==> config.mk <==
export PLATFORM = sky130hd
export DESIGN_NAME = axi_elastic_cut_flat
export DESIGN_NICKNAME = d
export VERILOG_FILES = /design/src/rtl/axi_elastic_cut_if.sv /design/src/rtl/axi_elastic_cut.sv /design/src/flat_wrapper.sv
export SDC_FILE = /design/constraint.sdc
export NUM_CORES = 1
export LEC_CHECK = 0
export BUFFER_PORTS_ARGS = -buffer_cell sky130_fd_sc_hd__buf_4
export CORE_ASPECT_RATIO = 1.75
export CORE_MARGIN = 4
export CORE_UTILIZATION = 30
export CTS_BUF_LIST = sky130_fd_sc_hd__clkbuf_8
export DETAILED_ROUTE_END_ITERATION = 7
export GPL_ROUTABILITY_DRIVEN = 0
export GPL_TIMING_DRIVEN = 0
export MAX_ROUTING_LAYER = met4
export PLACE_DENSITY_LB_ADDON = 0.15
export SLEW_MARGIN = 40
export SYNTH_ARGS = -nofsm -noshare
export SYNTH_HDL_FRONTEND = slang
export SYNTH_SLANG_ARGS = --single-unit
==> constraint.sdc <==
create_clock -name clk_i -period 2.8 [get_ports clk_i]
set_clock_uncertainty 0.15 [all_clocks]
set_input_delay 0 -clock clk_i [delete_from_list [all_inputs] [get_ports clk_i]]
set_output_delay 0 -clock clk_i [all_outputs]
set_load 0.01 [all_outputs]
==> src/rtl/axi_elastic_cut_if.sv <==
// AXI4 channel bundle used on both ports of axi_elastic_cut.
// Channel payloads are packed structs; last is the LSB of the W and R payloads.
interface axi_elastic_cut_if #(
  parameter int IdWidth   = 2,
  parameter int AddrWidth = 16,
  parameter int DataWidth = 16
);

  typedef struct packed {
    logic [IdWidth-1:0]   id;
    logic [AddrWidth-1:0] addr;
    logic [7:0]           len;
    logic [2:0]           size;
    logic [1:0]           burst;
  } aw_chan_t;

  typedef aw_chan_t ar_chan_t;

  typedef struct packed {
    logic [DataWidth-1:0]   data;
    logic [DataWidth/8-1:0] strb;
    logic                   last;
  } w_chan_t;

  typedef struct packed {
    logic [IdWidth-1:0] id;
    logic [1:0]         resp;
  } b_chan_t;

  typedef struct packed {
    logic [IdWidth-1:0]   id;
    logic [DataWidth-1:0] data;
    logic [1:0]           resp;
    logic                 last;
  } r_chan_t;

  logic     aw_valid;
  logic     aw_ready;
  aw_chan_t aw;
  logic     w_valid;
  logic     w_ready;
  w_chan_t  w;
  logic     b_valid;
  logic     b_ready;
  b_chan_t  b;
  logic     ar_valid;
  logic     ar_ready;
  ar_chan_t ar;
  logic     r_valid;
  logic     r_ready;
  r_chan_t  r;

  modport master (
    output aw_valid, aw, w_valid, w, ar_valid, ar, b_ready, r_ready,
    input  aw_ready, w_ready, ar_ready, b_valid, b, r_valid, r
  );

  modport slave (
    input  aw_valid, aw, w_valid, w, ar_valid, ar, b_ready, r_ready,
    output aw_ready, w_ready, ar_ready, b_valid, b, r_valid, r
  );

endinterface

==> src/rtl/axi_elastic_cut.sv <==
// Per-channel configurable AXI register stage with outstanding-transaction
// accounting and an isolate/drain mode for quiescing a port before power-down.
module axi_elastic_cut_fifo #(
  parameter int Depth = 2,
  parameter int Width = 8
) (
  input  logic             clk_i,
  input  logic             rst_i,
  input  logic             in_valid,
  output logic             in_ready,
  input  logic [Width-1:0] in_data,
  output logic             out_valid,
  input  logic             out_ready,
  output logic [Width-1:0] out_data,
  output logic             empty
);

  if (Depth == 1 || Depth < 0) begin : g_illegal
    $error("axi_elastic_cut_fifo: Depth must be 0 (bypass) or at least 2");
  end else if (Depth == 0) begin : g_bypass
    logic unused_clk_rst;
    assign unused_clk_rst = clk_i ^ rst_i;
    assign out_valid      = in_valid;
    assign in_ready       = out_ready;
    assign out_data       = in_data;
    assign empty          = 1'b1;
  end else begin : g_fifo
    localparam int PtrW = $clog2(Depth);
    localparam int CntW = $clog2(Depth + 1);

    logic [Width-1:0] mem [Depth];
    logic [PtrW-1:0]  wr_ptr;
    logic [PtrW-1:0]  rd_ptr;
    logic [CntW-1:0]  count;
    logic             push;
    logic             pop;

    // Handshake outputs depend only on count, so no comb path crosses the stage.
    assign in_ready  = (count != CntW'(Depth));
    assign out_valid = (count != '0);
    assign out_data  = mem[rd_ptr];
    assign empty     = (count == '0);
    assign push      = in_valid & in_ready;
    assign pop       = out_valid & out_ready;

    always_ff @(posedge clk_i) begin
      if (push) mem[wr_ptr] <= in_data;
    end

    always_ff @(posedge clk_i or posedge rst_i) begin
      if (rst_i) begin
        wr_ptr <= '0;
        rd_ptr <= '0;
        count  <= '0;
      end else begin
        if (push) wr_ptr <= (wr_ptr == PtrW'(Depth - 1)) ? '0 : wr_ptr + PtrW'(1);
        if (pop)  rd_ptr <= (rd_ptr == PtrW'(Depth - 1)) ? '0 : rd_ptr + PtrW'(1);
        if (push && !pop)      count <= count + CntW'(1);
        else if (pop && !push) count <= count - CntW'(1);
      end
    end
  end

endmodule

module axi_elastic_cut #(
  parameter int AwDepth   = 2,
  parameter int WDepth    = 2,
  parameter int BDepth    = 2,
  parameter int ArDepth   = 2,
  parameter int RDepth    = 2,
  parameter int MaxWrTxn  = 8,
  parameter int MaxRdTxn  = 8,
  parameter int IdWidth   = 2,
  parameter int AddrWidth = 16,
  parameter int DataWidth = 16
) (
  input  logic               clk_i,
  input  logic               rst_i,
  input  logic               isolate_i,
  output logic               isolated_o,
  axi_elastic_cut_if.slave   slv,
  axi_elastic_cut_if.master  mst
);

  localparam int AxW    = IdWidth + AddrWidth + 13;
  localparam int WW     = DataWidth + DataWidth / 8 + 1;
  localparam int BW     = IdWidth + 2;
  localparam int RW     = IdWidth + DataWidth + 3;
  localparam int WrCntW = $clog2(MaxWrTxn + 1);
  localparam int RdCntW = $clog2(MaxRdTxn + 1);

  if (MaxWrTxn < 1 || MaxRdTxn < 1) begin : g_bad_txn
    $error("axi_elastic_cut: MaxWrTxn and MaxRdTxn must be at least 1");
  end

  logic              aw_allow;
  logic              ar_allow;
  logic              aw_in_ready;
  logic              ar_in_ready;
  logic              aw_empty;
  logic              w_empty;
  logic              b_empty;
  logic              ar_empty;
  logic              r_empty;
  logic              aw_hs;
  logic              b_hs;
  logic              ar_hs;
  logic              r_last_hs;
  logic              idle;
  logic [WrCntW-1:0] wr_cnt;
  logic [RdCntW-1:0] rd_cnt;

  // New requests are blocked while isolating or at the outstanding limit.
  assign aw_allow     = ~isolate_i & (wr_cnt != WrCntW'(MaxWrTxn));
  assign ar_allow     = ~isolate_i & (rd_cnt != RdCntW'(MaxRdTxn));
  assign slv.aw_ready = aw_in_ready & aw_allow;
  assign slv.ar_ready = ar_in_ready & ar_allow;

  axi_elastic_cut_fifo #(.Depth(AwDepth), .Width(AxW)) u_aw (
    .clk_i, .rst_i,
    .in_valid (slv.aw_valid & aw_allow), .in_ready (aw_in_ready), .in_data (slv.aw),
    .out_valid(mst.aw_valid), .out_ready(mst.aw_ready), .out_data(mst.aw),
    .empty    (aw_empty)
  );

  axi_elastic_cut_fifo #(.Depth(WDepth), .Width(WW)) u_w (
    .clk_i, .rst_i,
    .in_valid (slv.w_valid), .in_ready (slv.w_ready), .in_data (slv.w),
    .out_valid(mst.w_valid), .out_ready(mst.w_ready), .out_data(mst.w),
    .empty    (w_empty)
  );

  axi_elastic_cut_fifo #(.Depth(BDepth), .Width(BW)) u_b (
    .clk_i, .rst_i,
    .in_valid (mst.b_valid), .in_ready (mst.b_ready), .in_data (mst.b),
    .out_valid(slv.b_valid), .out_ready(slv.b_ready), .out_data(slv.b),
    .empty    (b_empty)
  );

  axi_elastic_cut_fifo #(.Depth(ArDepth), .Width(AxW)) u_ar (
    .clk_i, .rst_i,
    .in_valid (slv.ar_valid & ar_allow), .in_ready (ar_in_ready), .in_data (slv.ar),
    .out_valid(mst.ar_valid), .out_ready(mst.ar_ready), .out_data(mst.ar),
    .empty    (ar_empty)
  );

  axi_elastic_cut_fifo #(.Depth(RDepth), .Width(RW)) u_r (
    .clk_i, .rst_i,
    .in_valid (mst.r_valid), .in_ready (mst.r_ready), .in_data (mst.r),
    .out_valid(slv.r_valid), .out_ready(slv.r_ready), .out_data(slv.r),
    .empty    (r_empty)
  );

  assign aw_hs     = slv.aw_valid & slv.aw_ready;
  assign b_hs      = slv.b_valid & slv.b_ready;
  assign ar_hs     = slv.ar_valid & slv.ar_ready;
  assign r_last_hs = slv.r_valid & slv.r_ready & slv.r.last;
  assign idle      = aw_empty & w_empty & b_empty & ar_empty & r_empty &
                     (wr_cnt == '0) & (rd_cnt == '0);

  always_ff @(posedge clk_i or posedge rst_i) begin
    if (rst_i) begin
      wr_cnt     <= '0;
      rd_cnt     <= '0;
      isolated_o <= 1'b0;
    end else begin
      if (aw_hs && !b_hs)      wr_cnt <= wr_cnt + WrCntW'(1);
      else if (b_hs && !aw_hs) wr_cnt <= wr_cnt - WrCntW'(1);
      if (ar_hs && !r_last_hs)      rd_cnt <= rd_cnt + RdCntW'(1);
      else if (r_last_hs && !ar_hs) rd_cnt <= rd_cnt - RdCntW'(1);
      isolated_o <= isolate_i & idle;
    end
  end

`ifndef SYNTHESIS
  // Overflow is unreachable through the gating; underflow means a response with no request.
  a_wr_cnt_range : assert property (@(posedge clk_i) disable iff (rst_i)
    !((aw_hs && !b_hs && wr_cnt == WrCntW'(MaxWrTxn)) || (b_hs && !aw_hs && wr_cnt == '0)));
  a_rd_cnt_range : assert property (@(posedge clk_i) disable iff (rst_i)
    !((ar_hs && !r_last_hs && rd_cnt == RdCntW'(MaxRdTxn)) || (r_last_hs && !ar_hs && rd_cnt == '0)));
`endif

endmodule

==> src/flat_wrapper.sv <==
// flat-port wrapper written by rule: the top's interface ports become plain ports
module axi_elastic_cut_flat 
#(
  parameter int AwDepth   = 2,
  parameter int WDepth    = 2,
  parameter int BDepth    = 2,
  parameter int ArDepth   = 2,
  parameter int RDepth    = 2,
  parameter int MaxWrTxn  = 8,
  parameter int MaxRdTxn  = 8,
  parameter int IdWidth   = 2,
  parameter int AddrWidth = 16,
  parameter int DataWidth = 16
)
  (clk_i, rst_i, isolate_i, isolated_o, slv_aw_valid, slv_aw, slv_w_valid, slv_w, slv_ar_valid, slv_ar, slv_b_ready, slv_r_ready, slv_aw_ready, slv_w_ready, slv_ar_ready, slv_b_valid, slv_b, slv_r_valid, slv_r, mst_aw_valid, mst_aw, mst_w_valid, mst_w, mst_ar_valid, mst_ar, mst_b_ready, mst_r_ready, mst_aw_ready, mst_w_ready, mst_ar_ready, mst_b_valid, mst_b, mst_r_valid, mst_r);
  axi_elastic_cut_if #(.IdWidth(IdWidth), .AddrWidth(AddrWidth), .DataWidth(DataWidth)) slv_i ();
  axi_elastic_cut_if #(.IdWidth(IdWidth), .AddrWidth(AddrWidth), .DataWidth(DataWidth)) mst_i ();
  input  logic clk_i;
  input  logic rst_i;
  input  logic isolate_i;
  output logic isolated_o;
  input wire logic [$bits(slv_i.aw_valid)-1:0] slv_aw_valid;
  input wire logic [$bits(slv_i.aw)-1:0] slv_aw;
  input wire logic [$bits(slv_i.w_valid)-1:0] slv_w_valid;
  input wire logic [$bits(slv_i.w)-1:0] slv_w;
  input wire logic [$bits(slv_i.ar_valid)-1:0] slv_ar_valid;
  input wire logic [$bits(slv_i.ar)-1:0] slv_ar;
  input wire logic [$bits(slv_i.b_ready)-1:0] slv_b_ready;
  input wire logic [$bits(slv_i.r_ready)-1:0] slv_r_ready;
  output wire logic [$bits(slv_i.aw_ready)-1:0] slv_aw_ready;
  output wire logic [$bits(slv_i.w_ready)-1:0] slv_w_ready;
  output wire logic [$bits(slv_i.ar_ready)-1:0] slv_ar_ready;
  output wire logic [$bits(slv_i.b_valid)-1:0] slv_b_valid;
  output wire logic [$bits(slv_i.b)-1:0] slv_b;
  output wire logic [$bits(slv_i.r_valid)-1:0] slv_r_valid;
  output wire logic [$bits(slv_i.r)-1:0] slv_r;
  output wire logic [$bits(mst_i.aw_valid)-1:0] mst_aw_valid;
  output wire logic [$bits(mst_i.aw)-1:0] mst_aw;
  output wire logic [$bits(mst_i.w_valid)-1:0] mst_w_valid;
  output wire logic [$bits(mst_i.w)-1:0] mst_w;
  output wire logic [$bits(mst_i.ar_valid)-1:0] mst_ar_valid;
  output wire logic [$bits(mst_i.ar)-1:0] mst_ar;
  output wire logic [$bits(mst_i.b_ready)-1:0] mst_b_ready;
  output wire logic [$bits(mst_i.r_ready)-1:0] mst_r_ready;
  input wire logic [$bits(mst_i.aw_ready)-1:0] mst_aw_ready;
  input wire logic [$bits(mst_i.w_ready)-1:0] mst_w_ready;
  input wire logic [$bits(mst_i.ar_ready)-1:0] mst_ar_ready;
  input wire logic [$bits(mst_i.b_valid)-1:0] mst_b_valid;
  input wire logic [$bits(mst_i.b)-1:0] mst_b;
  input wire logic [$bits(mst_i.r_valid)-1:0] mst_r_valid;
  input wire logic [$bits(mst_i.r)-1:0] mst_r;
  assign slv_i.aw_valid = slv_aw_valid;
  assign slv_i.aw = slv_aw;
  assign slv_i.w_valid = slv_w_valid;
  assign slv_i.w = slv_w;
  assign slv_i.ar_valid = slv_ar_valid;
  assign slv_i.ar = slv_ar;
  assign slv_i.b_ready = slv_b_ready;
  assign slv_i.r_ready = slv_r_ready;
  assign slv_aw_ready = slv_i.aw_ready;
  assign slv_w_ready = slv_i.w_ready;
  assign slv_ar_ready = slv_i.ar_ready;
  assign slv_b_valid = slv_i.b_valid;
  assign slv_b = slv_i.b;
  assign slv_r_valid = slv_i.r_valid;
  assign slv_r = slv_i.r;
  assign mst_aw_valid = mst_i.aw_valid;
  assign mst_aw = mst_i.aw;
  assign mst_w_valid = mst_i.w_valid;
  assign mst_w = mst_i.w;
  assign mst_ar_valid = mst_i.ar_valid;
  assign mst_ar = mst_i.ar;
  assign mst_b_ready = mst_i.b_ready;
  assign mst_r_ready = mst_i.r_ready;
  assign mst_i.aw_ready = mst_aw_ready;
  assign mst_i.w_ready = mst_w_ready;
  assign mst_i.ar_ready = mst_ar_ready;
  assign mst_i.b_valid = mst_b_valid;
  assign mst_i.b = mst_b;
  assign mst_i.r_valid = mst_r_valid;
  assign mst_i.r = mst_r;
  axi_elastic_cut #(.AwDepth(AwDepth), .WDepth(WDepth), .BDepth(BDepth), .ArDepth(ArDepth), .RDepth(RDepth), .MaxWrTxn(MaxWrTxn), .MaxRdTxn(MaxRdTxn), .IdWidth(IdWidth), .AddrWidth(AddrWidth), .DataWidth(DataWidth)) u_core (.clk_i(clk_i), .rst_i(rst_i), .isolate_i(isolate_i), .isolated_o(isolated_o), .slv(slv_i), .mst(mst_i));
endmodule
After elaboration in Yosys (flattened, before gate mapping):

Memory sizes are Yosys's and may differ from the RTL's.
Cells that the tools add are included.

* register bits after elaboration: 29
* RAM bits: 212
* input bits: 119
* output and inout port bits: 117
* logic and storage cells: 161
* memories: 5

* $add $sub $neg: 24
* equal/unequal tests: 7
* multiplexer cells: 34
* bitwise gates (word level): 27
* reductions and logical operators: 46

Memory list
* u_core.u_ar.g_fifo.mem: words 2, bits a word 31, rd ports 1, clocked after memory_dff 0, write ports 1, RTL line axi_elastic_cut.sv:31 `logic [Width-1:0] mem [Depth];`
* u_core.u_aw.g_fifo.mem: words 2, bits a word 31, rd ports 1, clocked after memory_dff 0, write ports 1, RTL line axi_elastic_cut.sv:31
* u_core.u_r.g_fifo.mem: words 2, bits a word 21, rd ports 1, clocked after memory_dff 0, write ports 1, RTL line axi_elastic_cut.sv:31
* u_core.u_w.g_fifo.mem: words 2, bits a word 19, rd ports 1, clocked after memory_dff 0, write ports 1, RTL line axi_elastic_cut.sv:31
* u_core.u_b.g_fifo.mem: words 2, bits a word 4, rd ports 1, clocked after memory_dff 0, write ports 1, RTL line axi_elastic_cut.sv:31

Operators with widths (count)
* bitwise AND 1 bit: 26
* nonzero test 2 bit: 12
* 2-to-1 mux 1 bit: 20
* 2-to-1 mux 2 bit: 10
* 2-to-1 mux 4 bit: 4
* logical AND 1 bit: 14
* logical NOT 1 bit: 13
* adder 1 bit (second input constant): 10
* adder 2 x 1 -> 2 bit (second input constant): 5
* logical NOT 2 bit: 5
* inequality test 2 bit (second input constant): 5
* subtractor 2 x 1 -> 2 bit (second input constant): 5
* adder 4 x 1 -> 4 bit (second input constant): 2
* logical NOT 4 bit: 2
* inequality test 4 bit (second input constant): 2
* subtractor 4 x 1 -> 4 bit (second input constant): 2
* NOT 1 bit: 1

Longest topological paths before layout:

Gate-level depths: netlist of the first run.

* word-level depth: 8
* mapped depth: 8
* depth with buffers taken out: 8

Modules after synthesis:

A second synthesis of the first run with hierarchy kept.

* cell total of the unflattened synthesis: 502
* area total of the unflattened synthesis: 9751.9 um^2

Modules (own cells, without submodules)
* axi_elastic_cut_fifo at u_core.u_ar ...: times used 2, cells each 117, area an instance 2597.5 um^2, seq. area each 1961.9 um^2
* axi_elastic_cut_fifo at u_core.u_r: times used 1, cells each 85, area an instance 1739.2 um^2, seq. area each 1361.3 um^2
* axi_elastic_cut_fifo at u_core.u_w: times used 1, cells each 79, area an instance 1589.0 um^2, seq. area each 1241.2 um^2
* axi_elastic_cut: times used 1, cells each 72, area an instance 724.4 um^2, seq. area each 225.2 um^2
* axi_elastic_cut_fifo at u_core.u_b: times used 1, cells each 32, area an instance 504.2 um^2, seq. area each 340.3 um^2

Worst setup path after synthesis of the first run:

OpenSTA, ideal clock, no wires.

* kind: reg2reg
* from: register u_core.wr_cnt[0]
* to: memory u_core.u_aw.g_fifo.mem[0][0] in the netlist's numbering, enable pin
* library setup time: 423 ps
* arrival time: 2329 ps
* data required time: 2227 ps
* path slack: -101 ps
* cell stages (with the launch flop): 4
* buffers on the path: 0
* clock period less this slack: 2901 ps
* cell sequence: dfrtp_1 -> nor4b_4 -> nor4b_4 -> nor2b_1

* cells in the longest elaborated chain, start to end: 6

Ends and longest elaborated chain
* start, declared: RTL line axi_elastic_cut.sv:111 `logic [WrCntW-1:0] wr_cnt;`
* start signal, assigned: RTL line axi_elastic_cut.sv:168 `if (aw_hs && !b_hs) wr_cnt <= wr_cnt + WrCntW'(1);`
* start signal, assigned: RTL line axi_elastic_cut.sv:169 `else if (b_hs && !aw_hs) wr_cnt <= wr_cnt - WrCntW'(1);`
* inequality test 4 bit: RTL line axi_elastic_cut.sv:115 `assign aw_allow = ~isolate_i & (wr_cnt != WrCntW'(MaxWrTxn));`
* bitwise AND 1 bit: RTL line axi_elastic_cut.sv:115
* bitwise AND 1 bit: RTL line axi_elastic_cut.sv:122 `.in_valid (slv.aw_valid & aw_allow), .in_ready (aw_in_ready), .in_data (slv.aw),`
* bitwise AND 1 bit: RTL line axi_elastic_cut.sv:43 `assign push = in_valid & in_ready;`
* 2-to-1 mux 1 bit: RTL line axi_elastic_cut.sv:47 `if (push) mem[wr_ptr] <= in_data;`
* 2-to-1 mux 1 bit (not written as such): RTL line axi_elastic_cut.sv:47
* end, declared: RTL line axi_elastic_cut.sv:31

Every way passes these cells.

Worst setup path after layout of the first run:

* from: register u_core.u_b.g_fifo.count[0]
* to: register u_core.wr_cnt[3]

* cells in the longest elaborated chain, start to end: 5
* elaborated cells between the ends (all ways): 7
* those cells by class: 1 x mux; 1 x bitwise; 5 x reduce/logical

Ends and longest elaborated chain
* start, declared: RTL line axi_elastic_cut.sv:34 `logic [CntW-1:0] count;`
* start signal, assigned: RTL line axi_elastic_cut.sv:58 `if (push && !pop) count <= count + CntW'(1);`
* start signal, assigned: RTL line axi_elastic_cut.sv:59 `else if (pop && !push) count <= count - CntW'(1);`
* nonzero test 2 bit (*): RTL line axi_elastic_cut.sv:40 `assign out_valid = (count != '0);`
* bitwise AND 1 bit (*): RTL line axi_elastic_cut.sv:156 `assign b_hs = slv.b_valid & slv.b_ready;`
* logical NOT 1 bit: RTL line axi_elastic_cut.sv:168
* logical AND 1 bit: RTL line axi_elastic_cut.sv:168
* 2-to-1 mux 4 bit / nonzero test 2 bit (equally long branches)

Mark *: on every way between the ends. The rest lies on a longest branch, timed or not.
A chain may end at the register's enable or synchronous reset.

==> results of run 1 <==
[worst reg2reg max path, stage by stage (launching register included)]
cell and delay [ns]:
dfrtp_1 0.44, or2_2 0.35, nand2_1 0.19, ha_2 0.27
inv_1 0.11, ha_1 0.39, or4_1 0.43, nand3_1 0.11
o221ai_2 0.10
[logic make-up after synthesis]
family / Yosys count / share of synthesized area (%)
XOR/XNOR: 29 / 2.71
AO/OA/AOI/OAI: 10 / 0.880
multiplexers: 110 / 13.2
AND/OR/NAND/NOR: 65 / 4.68
buffers and inverters: 20 / 1.09
flip-flops: 241 / 75.6
adder cells (fa/ha/maj): 13 / 1.89
[Yosys cell counts, types with 3 or more instances]
library cell | number | share of area (%)
buf_2 | 10 | 0.53
mux2_1 | 4 | 0.48
nor2_1 | 8 | 0.32
ha_1 | 11 | 1.5
dfrtp_1 | 29 | 7.7
inv_1 | 6 | 0.24
nor2b_1 | 4 | 0.27
nand2_1 | 10 | 0.40
or2_2 | 5 | 0.33
xor2_1 | 12 | 1.1
nand3_1 | 3 | 0.16
xnor2_1 | 17 | 1.6
mux2_2 | 104 | 12
nand3b_1 | 4 | 0.32
edfxtp_1 | 212 | 68
nand2b_1 | 3 | 0.20
and3_1 | 3 | 0.20
nor3_1 | 5 | 0.27
nor4b_1 | 3 | 0.28
nor4b_4 | 4 | 1.0
or3_1 | 5 | 0.33
[final cells by class]
type                       instances  area [µm²]  share of cell area [%]
timing repair buffer             437        3890                    26.7
tap                              391         489                    3.36
clock buffer                      40         551                    3.78
inverter                           6        22.5                   0.155
buffer                            14        80.1                   0.550
multi-input combinational        227        2240                    15.4
clock inverter                    31         199                    1.37
sequential                       241        7090                    48.7
[registers in the layout, summed over array words and instances, names as in the netlist, 2 cells and up]
name	flops
u_core.u_r.g_fifo.count	2
u_core.u_aw.g_fifo.mem	62
u_core.u_w.g_fifo.count	2
u_core.wr_cnt	4
u_core.u_aw.g_fifo.count	2
u_core.rd_cnt	4
u_core.u_w.g_fifo.mem	38
u_core.u_b.g_fifo.count	2
u_core.u_ar.g_fifo.count	2
u_core.u_b.g_fifo.mem	8
u_core.u_r.g_fifo.mem	42
u_core.u_ar.g_fifo.mem	62
[worst min path at each step]
stage / start / endpoint / slack [ns] / depth (start not counted)
2_1_floorplan: isolate_i / slv_ar_ready / -0.1 / 1
3_3_place_gp: slv_aw[8] / u_core.u_aw.g_fifo.mem[0][8]$_DFFE_PP_ / 0.03 / 1
3_5_place_dp: rst_i / u_core.u_aw.g_fifo.rd_ptr$_DFFE_PP0P_ / 0.04 / 2
4_1_cts: slv_aw[16] / u_core.u_aw.g_fifo.mem[0][16]$_DFFE_PP_ / 0.0009 / 2
5_1_grt: slv_w[0] / u_core.u_w.g_fifo.mem[1][0]$_DFFE_PP_ / 0.006 / 2
6_report: slv_aw[14] / u_core.u_aw.g_fifo.mem[0][14]$_DFFE_PP_ / 0.04 / 2
[stage by stage]
stage	instances	setup slack, ns	TNS (ns)	instance area, µm²
after CTS	1384	0.0393	0	14500
final	1387	0.138	0	14600
after global placement	1114	-0.117	-4.63	11600
after detailed placement	1119	-0.125	-0.125	11800
after global routing	1387	0.00370	0	14600
after floorplan	488	0.354	0	9390
[what timing repair did]
| action | in CTS | in global routing |
|---|---|---|
| pin swaps | 0 | 2 |
| hold endpoints to repair | 348 | 0 |
| setup endpoints to repair | 1 | 2 |
| hold buffers | 194 | 0 |
| resized for setup | 1 | 4 |
| setup buffers | 0 | 2 |
[routing by layer]
layer  wire length (µm)  up-vias  GRT usage [%]
li1                   -     2838              -
met1               7750     2899           12.8
met2              11700      201           23.1
met3               1380       45           3.34
met4                700        0           5.23
met5                  0        -              -
[power breakdown]
part | switching (µW) | internal, µW
Sequential | 372 | 4760
Combinational | 2110 | 2500
Clock | 1400 | 1530
==> impl_metrics.yaml, run 1 <==
run_status:
  outcome: "finished, final reports clean"
detailed_routing:
  first_pass_iters: 4
  drt_iter0_drc: 121
  drt_wl_total_um: 21500
  via_count: 5983
  wl_per_cell_um: 15.5
  vias_per_cell: 4.31
  drc: 0
  ant_nets: 0
setup_path:
  crit_path_max_incr_delay_ns: 0.44
  worstPathMaxFanout: 6
  r2r_setup_slack_ns: 0.14
  startpoint_type: "register"
  crit_family: "simple AND/OR/NAND/NOR gates"
  path_buf_inv: 1
  cp.depth: 8
  critPathKind: "reg -> reg"
  cp-end-kind: "register"
  r2r-end: "u_core.wr_cnt[3]$_DFFE_PP0P_"
  crit-reg2reg-launch: "u_core.u_b.g_fifo.count[0]$_DFFE_PP0P_"
  crit_end: "u_core.wr_cnt[3]$_DFFE_PP0P_"
  cp.required_ns: 3.07
  ff2ff_path_depth: 8
  cp_cell_sequence: "or2_2 > nand2_1 > ha_2 > inv_1 > ha_1 > or4_1 > nand3_1 > o221ai_2"
  cp.arrival_ns: 2.93
  crit_path_top_delay_cell: "dfrtp_1"
  setup.worst_path.start: "u_core.u_b.g_fifo.count[0]$_DFFE_PP0P_"
sta:
  rsz0062_at_grt: "false"
  worstMarginPinSlew_ns: 0.572
  finalCritPeriodShare_pct: 95.1
  fmax_mhz: 376
  setup_viol: 0
  holdWs_ns: 0.0440
  min_period_ns: 2.66
  drv_slew: 0
  hold_viol: 0
  max_slew_margin_pct: 61.8
clocking:
  cts.htree.levels: 2
  clk_pin_slew_ns: 0.06
  cts_root_buf: "clkbuf_8"
  cts_tree: "yes"
  clock_latency_ns: 0.55
  clock-sinks: 241
  numCtsBuffers: 39
  cts_buffer_depth: 3
global_routing:
  grt.overflow.total: 0
  grt_pass1_wl_um: 34000
  grt_pass1_vias: 6815
  track_usage_pct: 12.8
  grt_max_degree: 30
  antenna_found_initial: 0
finish:
  drive_gt1_share_pct: 43.7
  diodes: 0
  num-fill-cells: 2702
  syn_to_final_growth_pct: 55.2
  final_common_cell: "buf_4"
  final_cell_mix: "237 x buf_4, 212 x edfxtp_1, 194 x dlygate4sd3_1"
  fin_nets: 1098
  fin_util_pct: 47.2
floorplanning:
  die_h_um: 242
  chipWidth_um: 142
  core-area_um2: 30800
  pin_count: 236
  fp-row-count: 85
  dieArea_um2: 34300
  start_util_pct: 30.4
logic_synthesis:
  synth.net_count: 620
  netlist_area_um2: 9380
  syn_area_per_cell_um2: 19.2
  netlist-cell-type-count: 35
  async_reset_ff_share_pct: 12.0
  synth-main-ff-cell: "edfxtp_1"
  synth-seq-area-share_pct: 75.6
  ys_warn_count: 0
  syn_inst: 488
  synth-seq-cells: 241
  synth_edf_count: 212
run:
  cap_violations: 0
worst_hold_path:
  hold_class: "in -> reg"
power:
  peakVddDrop_v: 0.000631
  power.total_uw: 12700
  power.leakage_uw: 0.00564
  power_density_nw_per_um2: 871
place:
  dpl.hpwl_um: 14600
  portBuffers: 235
(Power assumes the default switching activity.)
==> inputs of run 2 (changes only) <==
- RECOVER_POWER: not set -> 25
==> impl_metrics.yaml, run 2 (synthesis gave the netlist of run 1 again) <==
run_status:
  outcome: "finished, final reports clean"
place:
  dpl.hpwl_um: 14600
  portBuffers: 235
  dp_cells: 1119
  pre_cts_ws_ns: -0.125
detailed_routing:
  first_pass_iters: 4
  via_count: 5969
  drc: 0
  routed.top_layer: "met4"
  vias_per_cell: 4.30
  wl_met3_um: 1370
  wl_per_cell_um: 15.5
  met2_length_um: 11700
  ant_nets: 0
  drt_wl_total_um: 21400
  wl_met1_um: 7680
  drt_iter0_drc: 119
clocking:
  cts_tree: "yes"
  cts_buffer_depth: 3
  cts.htree.levels: 2
  cts_root_buf: "clkbuf_8"
  clk_pin_slew_ns: 0.06
  clock-sinks: 241
  numCtsBuffers: 39
  clock_latency_ns: 0.55
finish:
  final_cell_mix: "212 x edfxtp_1, 194 x dlygate4sd3_1, 164 x buf_4"
  fin_nets: 1098
  final_common_cell: "edfxtp_1"
  num-fill-cells: 2708
  top_regs: "u_core.u_ar.g_fifo.mem: 62 flops, u_core.u_aw.g_fifo.mem: 62 flops, u_core.u_r.g_fifo.mem: 42 flops"
  drive_gt1_share_pct: 42.8
  syn_to_final_growth_pct: 54.9
  fin_cells: 1387
  diodes: 0
sta:
  max_slew_margin_pct: 61.5
  tns_ns: 0
  worstMarginPinSlew_ns: 0.576
  min_period_ns: 2.66
  finalCritPeriodShare_pct: 94.8
  rsz0062_at_grt: "false"
  setup_viol: 0
  fin_ws_ns: 0.144
  fmax_mhz: 377
  hold_viol: 0
  drv_slew: 0
setup_path:
  crit_family: "simple AND/OR/NAND/NOR gates"
  cp_cell_sequence: "or2_2 > nand2_1 > ha_2 > inv_1 > ha_1 > or4_1 > nand3_1 > o221ai_2"
  cp.arrival_ns: 2.92
  cp-end-kind: "register"
  critPathKind: "reg -> reg"
  path_buf_inv: 1
  setup.worst_path.start: "u_core.u_b.g_fifo.count[0]$_DFFE_PP0P_"
  cp.required_ns: 3.07
  startpoint_type: "register"
  crit_path_max_incr_delay_ns: 0.44
  crit-reg2reg-launch: "u_core.u_b.g_fifo.count[0]$_DFFE_PP0P_"
  crit_path_top_delay_cell: "dfrtp_1"
  worstPathMaxFanout: 6
global_routing:
  grt.overflow.total: 0
  grt_pass1_wl_um: 34000
  grt_pass1_vias: 6815
  grt_max_degree: 30
  antenna_found_initial: 0
  track_usage_pct: 12.8
floorplanning:
  start_util_pct: 30.4
  chipWidth_um: 142
  dieArea_um2: 34300
  die_h_um: 242
  core-area_um2: 30800
  fp-row-count: 85
  pin_count: 236
worst_hold_path:
  worstHoldStart: "slv_ar[14]"
  hold_class: "in -> reg"
power:
  power.leakage_uw: 0.00560
  power_density_nw_per_um2: 871
  peakVddDrop_v: 0.000630
run:
  cap_violations: 0
-- run 2: changes by cell type in the layout (fill, tap and decap cells not counted) --
cell,change
buf_4,-73
inv_2,-1
clkbuf_4,+65
inv_1,+1
clkbuf_1,+8
-- run 2: stage by stage --
stage / total power, µW / instance area (µm²) / utilization [%] / hold slack (ns)
2_1_floorplan: 7700 / 9390 / - / -0.0956
3_3_place_gp: 9410 / 11600 / 37.7 / 0.0345
3_5_place_dp: 9660 / 11800 / 38.3 / 0.0374
4_1_cts: 12900 / 14500 / 47.0 / 0.000946
5_1_grt: 13500 / 14500 / 47.1 / 0.0287
6_report: 12700 / 14500 / 47.1 / 0.0652
-- run 2: final timing paths --
check,to,slack (ns),cells after the start
worst min-delay path,u_core.u_ar.g_fifo.mem[0][14]$_DFFE_PP_,0.07,2
worst min register to register,u_core.u_r.g_fifo.count[1]$_DFFE_PP0P_,0.34,1
max in group asynchronous,u_core.u_w.g_fifo.rd_ptr$_DFFE_PP0P_,1.49,5
worst max-delay path,u_core.wr_cnt[3]$_DFFE_PP0P_,0.14,8
worst max register to register,u_core.wr_cnt[3]$_DFFE_PP0P_,0.14,8
min in group asynchronous,u_core.u_ar.g_fifo.count[0]$_DFFE_PP0P_,0.49,4
-- run 2: power breakdown --
group / internal (µW) / switching (µW) / total (µW) / leakage [µW]
Sequential: 4760 / 372 / 5130 / 0.00229
Clock: 1530 / 1400 / 2940 / 0.000426
Combinational: 2490 / 2110 / 4600 / 0.00288
Total: 8780 / 3880 / 12700 / 0.00560
-- run 2: per-layer routing --
layer	up-vias	GRT usage (%)
met3	47	3.34
met2	201	23.1
li1	2839	-
met5	-	-
met1	2882	12.8
met4	0	5.23
-- run 2: timing repair --
action	in CTS	in global routing
setup buffers	0	2
hold buffers	194	0
pin swaps	0	2
endpoints found under the hold margin	348	0
gates resized for setup	1	4
setup endpoints to repair	1	2
-- run 2: cell type report --
class / instances / area (µm²) / share of cell area, %
clock inverter: 31 / 199 / 1.37
tap: 391 / 489 / 3.37
inverter: 6 / 22.5 / 0.155
timing repair buffer: 437 / 3860 / 26.5
buffer: 14 / 80.1 / 0.551
multi-input combinational: 227 / 2240 / 15.4
sequential: 241 / 7090 / 48.8
clock buffer: 40 / 551 / 3.79
